**src/rtl/tt_pad_pkg.sv**
```systemverilog
// tt_pad_pkg: shared definitions for the pad configuration controller.
//   - bit positions inside a pad config word {pu,pd,cs,sl,ie,oe}
//   - CFG_W / CFG_RESET: config width and the post-reset config (input enabled)
//   - state_t: controller states
//   - rsp_t: registered response bundle
package tt_pad_pkg;
   localparam int OE    = 0;
   localparam int IE    = 1;
   localparam int SL    = 2;
   localparam int CS    = 3;
   localparam int PD    = 4;
   localparam int PU    = 5;
   localparam int CFG_W = 6;

   localparam logic [CFG_W-1:0] CFG_RESET = 6'b000010;

   typedef enum logic {IDLE, DRAIN} state_t;

   typedef struct packed {
      logic             valid;
      logic             err;
      logic [CFG_W:0]   rdata;   // {y_sync, cfg}
   } rsp_t;
endpackage

```
**src/rtl/tt_pad_sync.sv**
```systemverilog
// tt_pad_sync: STAGES-deep single-bit synchroniser.
//   clk, rst_n : block clock, synchronous active-low reset
//   d          : asynchronous input
//   q          : d after STAGES clock edges
module tt_pad_sync #(
   parameter int STAGES = 2
) (
   input  logic clk,
   input  logic rst_n,
   input  logic d,
   output logic q
);
   logic [STAGES-1:0] ff;

   always_ff @(posedge clk) begin
      if (!rst_n) ff <= '0;
      else        ff <= {ff[STAGES-2:0], d};
   end

   assign q = ff[STAGES-1];
endmodule

```
**src/rtl/tt_pad_cfg_ctrl.sv**
```systemverilog
// tt_pad_cfg_ctrl: per-pad control register file for GF pad cells.
//   clk, rst_n            : block clock, synchronous active-low reset
//   cmd_*                 : valid/ready command port (read / write one pad config)
//   rsp_*                 : one-cycle response per accepted command
//   core_out / core_in    : core data to pads / synchronised pad Y back to core
//   pad_y                 : raw pad Y inputs
//   pad_a..pad_pu         : registered pad cell controls
// Config changes that involve an enabled output are applied break-before-make:
// OE is dropped first, held low for GUARD_CYCLES, then the new config lands.
import tt_pad_pkg::*;

module tt_pad_cfg_ctrl #(
   parameter int NUM_PADS     = 8,
   parameter int ADDR_W       = 3,
   parameter int GUARD_CYCLES = 2,
   parameter int SYNC_STAGES  = 2
) (
   input  logic                clk,
   input  logic                rst_n,
   input  logic                cmd_valid,
   output logic                cmd_ready,
   input  logic                cmd_write,
   input  logic [ADDR_W-1:0]   cmd_addr,
   input  logic [CFG_W-1:0]    cmd_wdata,
   output logic                rsp_valid,
   output logic                rsp_err,
   output logic [CFG_W:0]      rsp_rdata,
   input  logic [NUM_PADS-1:0] core_out,
   output logic [NUM_PADS-1:0] core_in,
   input  logic [NUM_PADS-1:0] pad_y,
   output logic [NUM_PADS-1:0] pad_a,
   output logic [NUM_PADS-1:0] pad_oe,
   output logic [NUM_PADS-1:0] pad_ie,
   output logic [NUM_PADS-1:0] pad_sl,
   output logic [NUM_PADS-1:0] pad_cs,
   output logic [NUM_PADS-1:0] pad_pd,
   output logic [NUM_PADS-1:0] pad_pu
);
   localparam logic [ADDR_W:0] PADS_LIM  = (ADDR_W+1)'(NUM_PADS);
   localparam logic [3:0]      GUARD_LD  = 4'(GUARD_CYCLES - 1);

   logic [NUM_PADS-1:0][CFG_W-1:0] cfg;

   state_t              state, state_nxt;
   logic [3:0]          cnt, cnt_nxt;
   logic [ADDR_W-1:0]   lat_addr;
   logic [CFG_W-1:0]    lat_data;
   logic                lat_y;
   rsp_t                rsp, rsp_nxt;

   logic                in_range;
   logic [CFG_W-1:0]    cur_cfg;
   logic                cur_y;
   logic                cap;
   logic                oe_clr;
   logic                wr_en;
   logic [ADDR_W-1:0]   wr_addr;
   logic [CFG_W-1:0]    wr_data;

   assign in_range  = {1'b0, cmd_addr} < PADS_LIM;
   assign cur_cfg   = cfg[cmd_addr];
   assign cur_y     = core_in[cmd_addr];
   assign cmd_ready = (state == IDLE);

   always_comb begin
      state_nxt = state;
      cnt_nxt   = cnt;
      cap       = 1'b0;
      oe_clr    = 1'b0;
      wr_en     = 1'b0;
      wr_addr   = lat_addr;
      wr_data   = lat_data;
      rsp_nxt   = '0;
      case (state)
         IDLE: begin
            if (cmd_valid) begin
               rsp_nxt.valid = 1'b1;
               if (!in_range) begin
                  rsp_nxt.err = 1'b1;
               end else if (!cmd_write || cmd_wdata == cur_cfg) begin
                  rsp_nxt.rdata = {cur_y, cur_cfg};
               end else if (!cur_cfg[OE] && !cmd_wdata[OE]) begin
                  // output stays off on both sides: nothing to break first
                  wr_en         = 1'b1;
                  wr_addr       = cmd_addr;
                  wr_data       = cmd_wdata;
                  rsp_nxt.rdata = {cur_y, cmd_wdata};
               end else begin
                  // break: drop OE now, make once the guard expires
                  rsp_nxt   = '0;
                  oe_clr    = 1'b1;
                  cap       = 1'b1;
                  cnt_nxt   = GUARD_LD;
                  state_nxt = DRAIN;
               end
            end
         end
         DRAIN: begin
            if (cnt != 4'd0) begin
               cnt_nxt = cnt - 4'd1;
            end else begin
               wr_en         = 1'b1;
               rsp_nxt.valid = 1'b1;
               rsp_nxt.rdata = {lat_y, lat_data};
               state_nxt     = IDLE;
            end
         end
         default: state_nxt = IDLE;
      endcase
   end

   always_ff @(posedge clk) begin
      if (!rst_n) begin
         state    <= IDLE;
         cnt      <= '0;
         lat_addr <= '0;
         lat_data <= '0;
         lat_y    <= 1'b0;
         rsp      <= '0;
         pad_a    <= '0;
      end else begin
         state <= state_nxt;
         cnt   <= cnt_nxt;
         rsp   <= rsp_nxt;
         pad_a <= core_out;
         if (cap) begin
            lat_addr <= cmd_addr;
            lat_data <= cmd_wdata;
            lat_y    <= cur_y;
         end
      end
   end

   always_ff @(posedge clk) begin
      for (int i = 0; i < NUM_PADS; i++) begin
         if (!rst_n)                                       cfg[i]     <= CFG_RESET;
         else if (wr_en && wr_addr == ADDR_W'(i))          cfg[i]     <= wr_data;
         else if (oe_clr && cmd_addr == ADDR_W'(i))        cfg[i][OE] <= 1'b0;
      end
   end

   assign rsp_valid = rsp.valid;
   assign rsp_err   = rsp.err;
   assign rsp_rdata = rsp.rdata;

   for (genvar i = 0; i < NUM_PADS; i++) begin : g_pad
      assign pad_oe[i] = cfg[i][OE];
      assign pad_ie[i] = cfg[i][IE];
      assign pad_sl[i] = cfg[i][SL];
      assign pad_cs[i] = cfg[i][CS];
      assign pad_pd[i] = cfg[i][PD];
      assign pad_pu[i] = cfg[i][PU];

      tt_pad_sync #(.STAGES(SYNC_STAGES)) u_sync (
         .clk   (clk),
         .rst_n (rst_n),
         .d     (pad_y[i]),
         .q     (core_in[i])
      );
   end
endmodule

```
**config.mk**
```make
export PLATFORM = sky130hd
export DESIGN_NAME = tt_pad_cfg_ctrl
export DESIGN_NICKNAME = d
export VERILOG_FILES = /design/src/rtl/tt_pad_pkg.sv /design/src/rtl/tt_pad_sync.sv /design/src/rtl/tt_pad_cfg_ctrl.sv
export SDC_FILE = /design/constraint.sdc
export NUM_CORES = 1
export LEC_CHECK = 0
export BUFFER_PORTS_ARGS = -buffer_cell sky130_fd_sc_hd__buf_4
export CORE_ASPECT_RATIO = 0.75
export CORE_MARGIN = 2
export CORE_UTILIZATION = 35
export CTS_CLUSTER_SIZE = 14
export DETAILED_ROUTE_END_ITERATION = 8
export PLACE_DENSITY = 0.62
export SLEW_MARGIN = 15
export SYNTH_ARGS = -nofsm -noshare
export SYNTH_HDL_FRONTEND = slang
export SYNTH_SLANG_ARGS = --single-unit
```
**constraint.sdc**
```tcl
create_clock -name clk -period 4.37 [get_ports clk]
set_clock_uncertainty 0.2 [all_clocks]
set_input_delay 0.437 -clock clk [delete_from_list [all_inputs] [get_ports clk]]
set_output_delay 0.437 -clock clk [all_outputs]
set_load 0.1 [all_outputs]
```
==> results of run 1 <==
per-stage QoR:
step                instance area, µm²  cells  hold slack, ns  power (mW)
CTS                               5350    691          0.0828        2.17
global route                      5350    691          0.0911        2.22
floorplan                         4210    445           0.212        1.17
detailed placement                5000    675           0.217        1.25
finish                            5350    691          0.0972        2.15
global placement                  5000    675           0.216        1.24
layout make-up:
type | instances | area (µm²)
fill | 1140 | 6300
multi-input combinational | 298 | 2030
sequential | 95 | 1900
timing repair buffer | 111 | 833
clock buffer | 9 | 225
tap | 162 | 203
clock inverter | 7 | 126
inverter | 9 | 33.8
power groups by stage:
stage	Combinational, mW	Sequential, mW	Clock (mW)
2_1_floorplan	0.148	1.03	0
4_1_cts	0.322	0.906	0.943
3_5_place_dp	0.321	0.926	0
5_1_grt	0.339	0.908	0.968
3_3_place_gp	0.319	0.925	0
6_report	0.321	0.906	0.925
worst max-delay path: stages:
cell	delay, ns
buf_4	0.24
mux4_2	0.54
mux2i_1	0.24
ha_1	0.28
or3b_2	0.49
nor4_4	0.21
nor2_1	0.29
mux2i_2	0.52
a21oi_1	0.13
flip-flops by register name (all words and copies together), names as in the netlist:
register,cells
pad_cs,8
pad_ie,8
pad_a,8
lat_data,6
state,1
g_pad.u_sync.ff,16
rsp_valid,1
pad_pd,8
lat_addr,3
pad_pu,8
pad_sl,8
rsp_rdata,7
pad_oe,8
lat_y,1
cnt,4
cell usage after synthesis (all sizes together), types with 2 or more instances:
library cell,n
nand3,12
nand2,20
nor3,5
mux4,4
dfxtp,95
and2,25
buf,20
ha,3
o211ai,5
nor4,2
mux2,9
nand4,3
nand2b,4
mux2i,26
o311ai,4
or3,3
o21a,6
nor2b,19
a31oi,3
a22o,9
clkbuf,23
xnor2,3
a21oi,41
nor2,12
o22ai,13
o21ai,44
nor3b,10
inv,9
logic make-up (layout without fill, tap and decap cells):
group           count (synthesis)  count (layout)  share of synthesized area
fa+ha+maj                       3               3                    0.00891
other cells                     1               1                   0.000890
xor+xnor                        4               4                     0.0101
simple gates                  119             119                      0.162
compound gates                132             132                      0.189
buf+inv                        52             136                     0.0668
mux                            39              39                      0.111
flops                          95              95                      0.452
layer usage:
layer | GRT usage | vias up
met5 | 0 | -
met4 | 0.0614 | 0
met3 | 0.0456 | 14
met2 | 0.277 | 102
met1 | 0.242 | 1675
li1 | - | 1740
path summary, 6_finish.rpt:
kind	startpoint	endpoint	slack (ns)	cells after the start
worst min-delay path	pad_y[1]	g_pad[1].u_sync.ff[0]	0.1	2
worst max-delay path	cmd_addr[0]	pad_pd[7]	0.97	9
worst min register to register	g_pad[2].u_sync.ff[0]	g_pad[2].u_sync.ff[1]	0.23	1
worst max register to register	pad_oe[7]	pad_pd[7]	1.03	8
placed cells by master (no fill, tap or decap), types with 5 or more instances in the layout:
cell type	n
nor3b_1	10
and2_1	25
a21oi_1	41
inv_1	9
dfxtp_1	95
nand3_1	12
nor2_1	12
o21ai_0	44
o21a_1	6
a22o_1	9
buf_4	111
mux2i_1	22
o211ai_1	5
nand2_1	20
clkbuf_16	9
nor3_1	5
o22ai_1	13
nor2b_1	19
mux2_2	9
==> qor.txt, run 1 <==
crit path launch type: primary input
critical path type: in2reg
status: complete, no violations
Worst setup EP type: register
WL met2: 5150 µm
final setup margin: 0.966 ns
Seq pwr share: 0.421
sequential share of the synthesized area: 0.452
final core occ: 0.459
DR WL/cell: 16.2 µm
ANT cells: 0
area grow syn2layout: 27.1%
period utilization: 0.779
Post-Syn Area: 0.00421 mm²
Root Buffer Master: clkbuf_16
Clock Sinks: 95
TNS Setup: 0 ns
Die Width: 131 µm
Power Dens Cells: 402 mW/mm²
top cells by area, synth: dfxtp_1 45%, mux2i_1 5.2%, o21ai_0 5.2%, a21oi_1 4.9%, and2_1 3.7%
YS warnings: 0
Setup WS pre-CTS: 0.593 ns
CTS tree: yes
Post-CTS Resized: 0
Ports: 103
Gate power share: 0.149
Die Y: 99 µm
die area: 0.0129 mm²
aggregate global-route resource usage: 0.179
Clock Pin Slew Worst Setup and Hold Paths: 0.07 ns
Nets: 556
count of final setup violators: 0
dominant synthesized flop cell: dfxtp_1
leading area contributor after synthesis: dfxtp_1
Starting Density: 0.361
final-report max-slew violation count: 0
Syn Nets: 477
P_int: 1.55 mW
met3 WL post-DR: 602 µm
Yosys cell types: 49
vias in the first global route: 3362
async set-reset flop share out of synthesis: 0
DRC errors left: 0
clock power share: 0.430
top sig layer: met4
H-tree level count: 3
sw power: 601 µW
Slew @ Worst Pin: 1.05 ns
crit path DAT: 3.40 ns
number of flops mapped to enable cells by yosys: 0
Vias per Instance: 5.11
initial antenna violation count: 0
met1 wire length: 5300 µm
Num CTS Buffers: 9
post-route antenna net violation count: 0
Tightest Hold Check Type: in2reg
RSZ-0062 raised after global routing: false
largest net degree at the start of global routing: 104
via count: 3531
Port Buffers: 101
Detailed Route WL: 11200 µm
layout cells sized above 1: 0.284
synthesized instance count: 445
Final min period: 3.40 ns
total grt overflow: 0
area share of the largest cell type after synthesis: 0.452
# hold bufs at CTS: 0
dpl hpwl: 8020 µm
Lkg Pwr: 2.21 nW
Seq cells post-synth: 95
Rows: 34
drt pass-1 iters: 5
Slew HR: 0.301
Clock Path Buffers: 2
Fmax achieved: 294 MHz
Net Sw Frac: 0.280
synthesized area per cell: 9.46 µm²
first-pass GRT wire length: 17900 µm
GPL Wtd Cong: 0.868
Worst Path Required: 4.37 ns
crit-path max FO: 20
Setup Fix Bufs, Post-CTS: 0
final hold violation count: 0
CORE AREA: 0.0117 mm²
peak supply drop: 253 µV
Clk Latency, worst-skew pair: 0.35 ns
DRT iter0 DRCs: 244
max_cap viols: 0
No activity file was read; power rests on OpenSTA's default activity.
==> inputs of run 2 (changes only) <==
==> constraint.sdc (replaced) <==
create_clock -name clk -period 3.47 [get_ports clk]
set_clock_uncertainty 0.2 [all_clocks]
set_input_delay 0.347 -clock clk [delete_from_list [all_inputs] [get_ports clk]]
set_output_delay 0.347 -clock clk [all_outputs]
set_load 0.1 [all_outputs]
==> run 2 against run 1 <==
  * Global-route usage is 0.82 points higher
  * Cell area up 0.91%
  * Flip-flop and latch count unchanged
  * Routed wire length grew 3.8%
  * Combinational power rose by 31%
  * Final cell count increased by 2.0%
  * Setup slack worse by 0.78 ns
  * Die area unchanged
  * Critical endpoint is now pad_ie[5]
  * Largest cell class unchanged
  * Highest routed layer unchanged
==> qor.txt, run 2 (same netlist as run 1, synthesis figures left out) <==
Net Sw Frac: 0.299
Power Dens Cells: 459 mW/mm²
Worst Path Required: 3.46 ns
DRC errors left: 0
number of flip-flops under the largest register name: 16
critical path type: reg2reg
total grt overflow: 0
first-pass GRT wire length: 18800 µm
Post-CTS Resized: 0
Fmax achieved: 304 MHz
Clock Path Buffers: 2
Detailed Route WL: 11600 µm
Gate power share: 0.170
Root Buffer Master: clkbuf_16
crit-path max FO: 12
DR WL/cell: 16.5 µm
RSZ-0062 raised after global routing: false
CP peak stage delay: 0.50 ns
Vias per Instance: 5.18
Slew HR: 0.274
crit path launch type: register
count of final setup violators: 0
commonest non-fill, non-tap cell in the layout: buf_4
CORE AREA: 0.0117 mm²
Clk Latency, worst-skew pair: 0.35 ns
Ports: 103
H-tree level count: 3
cells along the critical path: mux4_2 -> mux2i_1 -> ha_1 -> or3b_2 -> nor4_4 -> buf_4 -> o22ai_1 -> nor3b_1 -> a21oi_1
fill cell count: 1141
Lkg Pwr: 2.25 nW
status: complete, no violations
Slew @ Worst Pin: 1.09 ns
period utilization: 0.947
Port Buffers: 101
layout cells sized above 1: 0.293
die area: 0.0129 mm²
Setup Fix Bufs, Post-CTS: 0
final hold violation count: 0
area grow syn2layout: 28.2%
sw power: 741 µW
largest net degree at the start of global routing: 59
crit path DAT: 3.28 ns
Starting Density: 0.361
final core occ: 0.463
Rows: 34
dpl hpwl: 8380 µm
GPL Wtd Cong: 0.818
initial antenna violation count: 0
Largest Register: g_pad.u_sync.ff
Final min period: 3.29 ns
worst r2r path cells: 9
Nets: 570
DRT iter0 DRCs: 225
Placed Area: 0.00509 mm²
aggregate global-route resource usage: 0.187
Clock Sinks: 95
Seq pwr share: 0.460
CTS tree: yes
vias in the first global route: 3550
Worst setup EP type: register
ANT cells: 0
Die Width: 131 µm
P_int: 1.74 mW
peak supply drop: 251 µV
Critical-path top delay cell: or3b_2
drt pass-1 iters: 5
Tightest Hold Check Type: in2reg
Clock Pin Slew Worst Setup and Hold Paths: 0.06 ns
Num CTS Buffers: 9
max_cap viols: 0
post-route antenna net violation count: 0
most frequent cells in the layout: 120 x buf_4, 95 x dfxtp_1, 44 x o21ai_0
clock power share: 0.370
Die Y: 99 µm
Hold Path Depth: 2
via count: 3650
final-report max-slew violation count: 0
post-route design area: 0.00540 mm²
run 2: cell count changes in the layout (fill, tap and decap cells not counted), sizes merged:
cell / previous run / this run
clkinv: 0 / 3
bufinv: 3 / 0
clkbuf: 9 / 10
buf: 111 / 121
inv: 12 / 11
dlygate4sd3: 0 / 4
run 2: final cells by class:
| cell class | count | area, µm² | area share |
|---|---|---|---|
| Clock buffer | 10 | 229 | 0.0424 |
| Clock inverter | 6 | 43.8 | 0.00811 |
| Inverter | 9 | 33.8 | 0.00626 |
| Multi-Input combinational cell | 298 | 2030 | 0.376 |
| Sequential cell | 95 | 1900 | 0.352 |
| Tap cell | 162 | 203 | 0.0375 |
| Timing Repair Buffer | 125 | 961 | 0.178 |
run 2: metal layers:
| metal | GRT usage | vias to the layer above | part of all wire |
|---|---|---|---|
| met5 | 0 | - | 0 |
| met2 | 0.288 | 142 | 0.47 |
| li1 | - | 1762 | - |
| met3 | 0.0505 | 13 | 0.073 |
| met1 | 0.259 | 1733 | 0.45 |
| met4 | 0.0475 | 0 | 0.0074 |
run 2: critical path: cells and delay by family (launching register included):
kind | cells | cell delay (ns)
adder cells (fa/ha/maj) | 1 | 0.26
flip-flops | 1 | 0.37
buffers and inverters | 1 | 0.23
AO/OA/AOI/OAI | 2 | 0.35
AND/OR/NAND/NOR | 3 | 1.04
multiplexers | 2 | 0.69
run 2: through the flow:
| stage | power, mW | cells | worst slack (ns) | TNS, ns | hold WS [ns] |
|---|---|---|---|---|---|
| final | 2.48 | 705 | 0.183 | 0 | 0.0129 |
| after CTS | 2.51 | 705 | 0.216 | 0 | 0.00160 |
| after global placement | 1.58 | 685 | 0.0992 | 0 | 0.215 |
| after global routing | 2.57 | 705 | 0.0128 | 0 | 0.00207 |
| after detailed placement | 1.58 | 685 | -0.0288 | -0.145 | 0.217 |
| after floorplan | 1.48 | 445 | 0.000117 | 0 | 0.212 |
run 2: final timing paths:
check / to / startpoint / slack, ns
worst max-delay path: pad_ie[5] / pad_oe[6] / 0.18
worst min register to register: g_pad[5].u_sync.ff[1] / g_pad[5].u_sync.ff[0] / 0.23
worst max register to register: pad_ie[5] / pad_oe[6] / 0.18
worst min-delay path: g_pad[0].u_sync.ff[0] / pad_y[0] / 0.01
run 2: what timing repair did:
| item | in CTS | in global routing |
|---|---|---|
| setup endpoints to repair | 0 | 0 |
| hold buffers | 4 | 0 |
| hold endpoints to repair | 4 | 0 |
run 2: power groups by stage:
stage	clock network, mW	logic [mW]	registers [mW]
floorplan	0	0.187	1.29
global placement	0	0.413	1.17
detailed placement	0	0.418	1.17
CTS	0.942	0.422	1.14
global route	0.977	0.446	1.14
finish	0.917	0.422	1.14
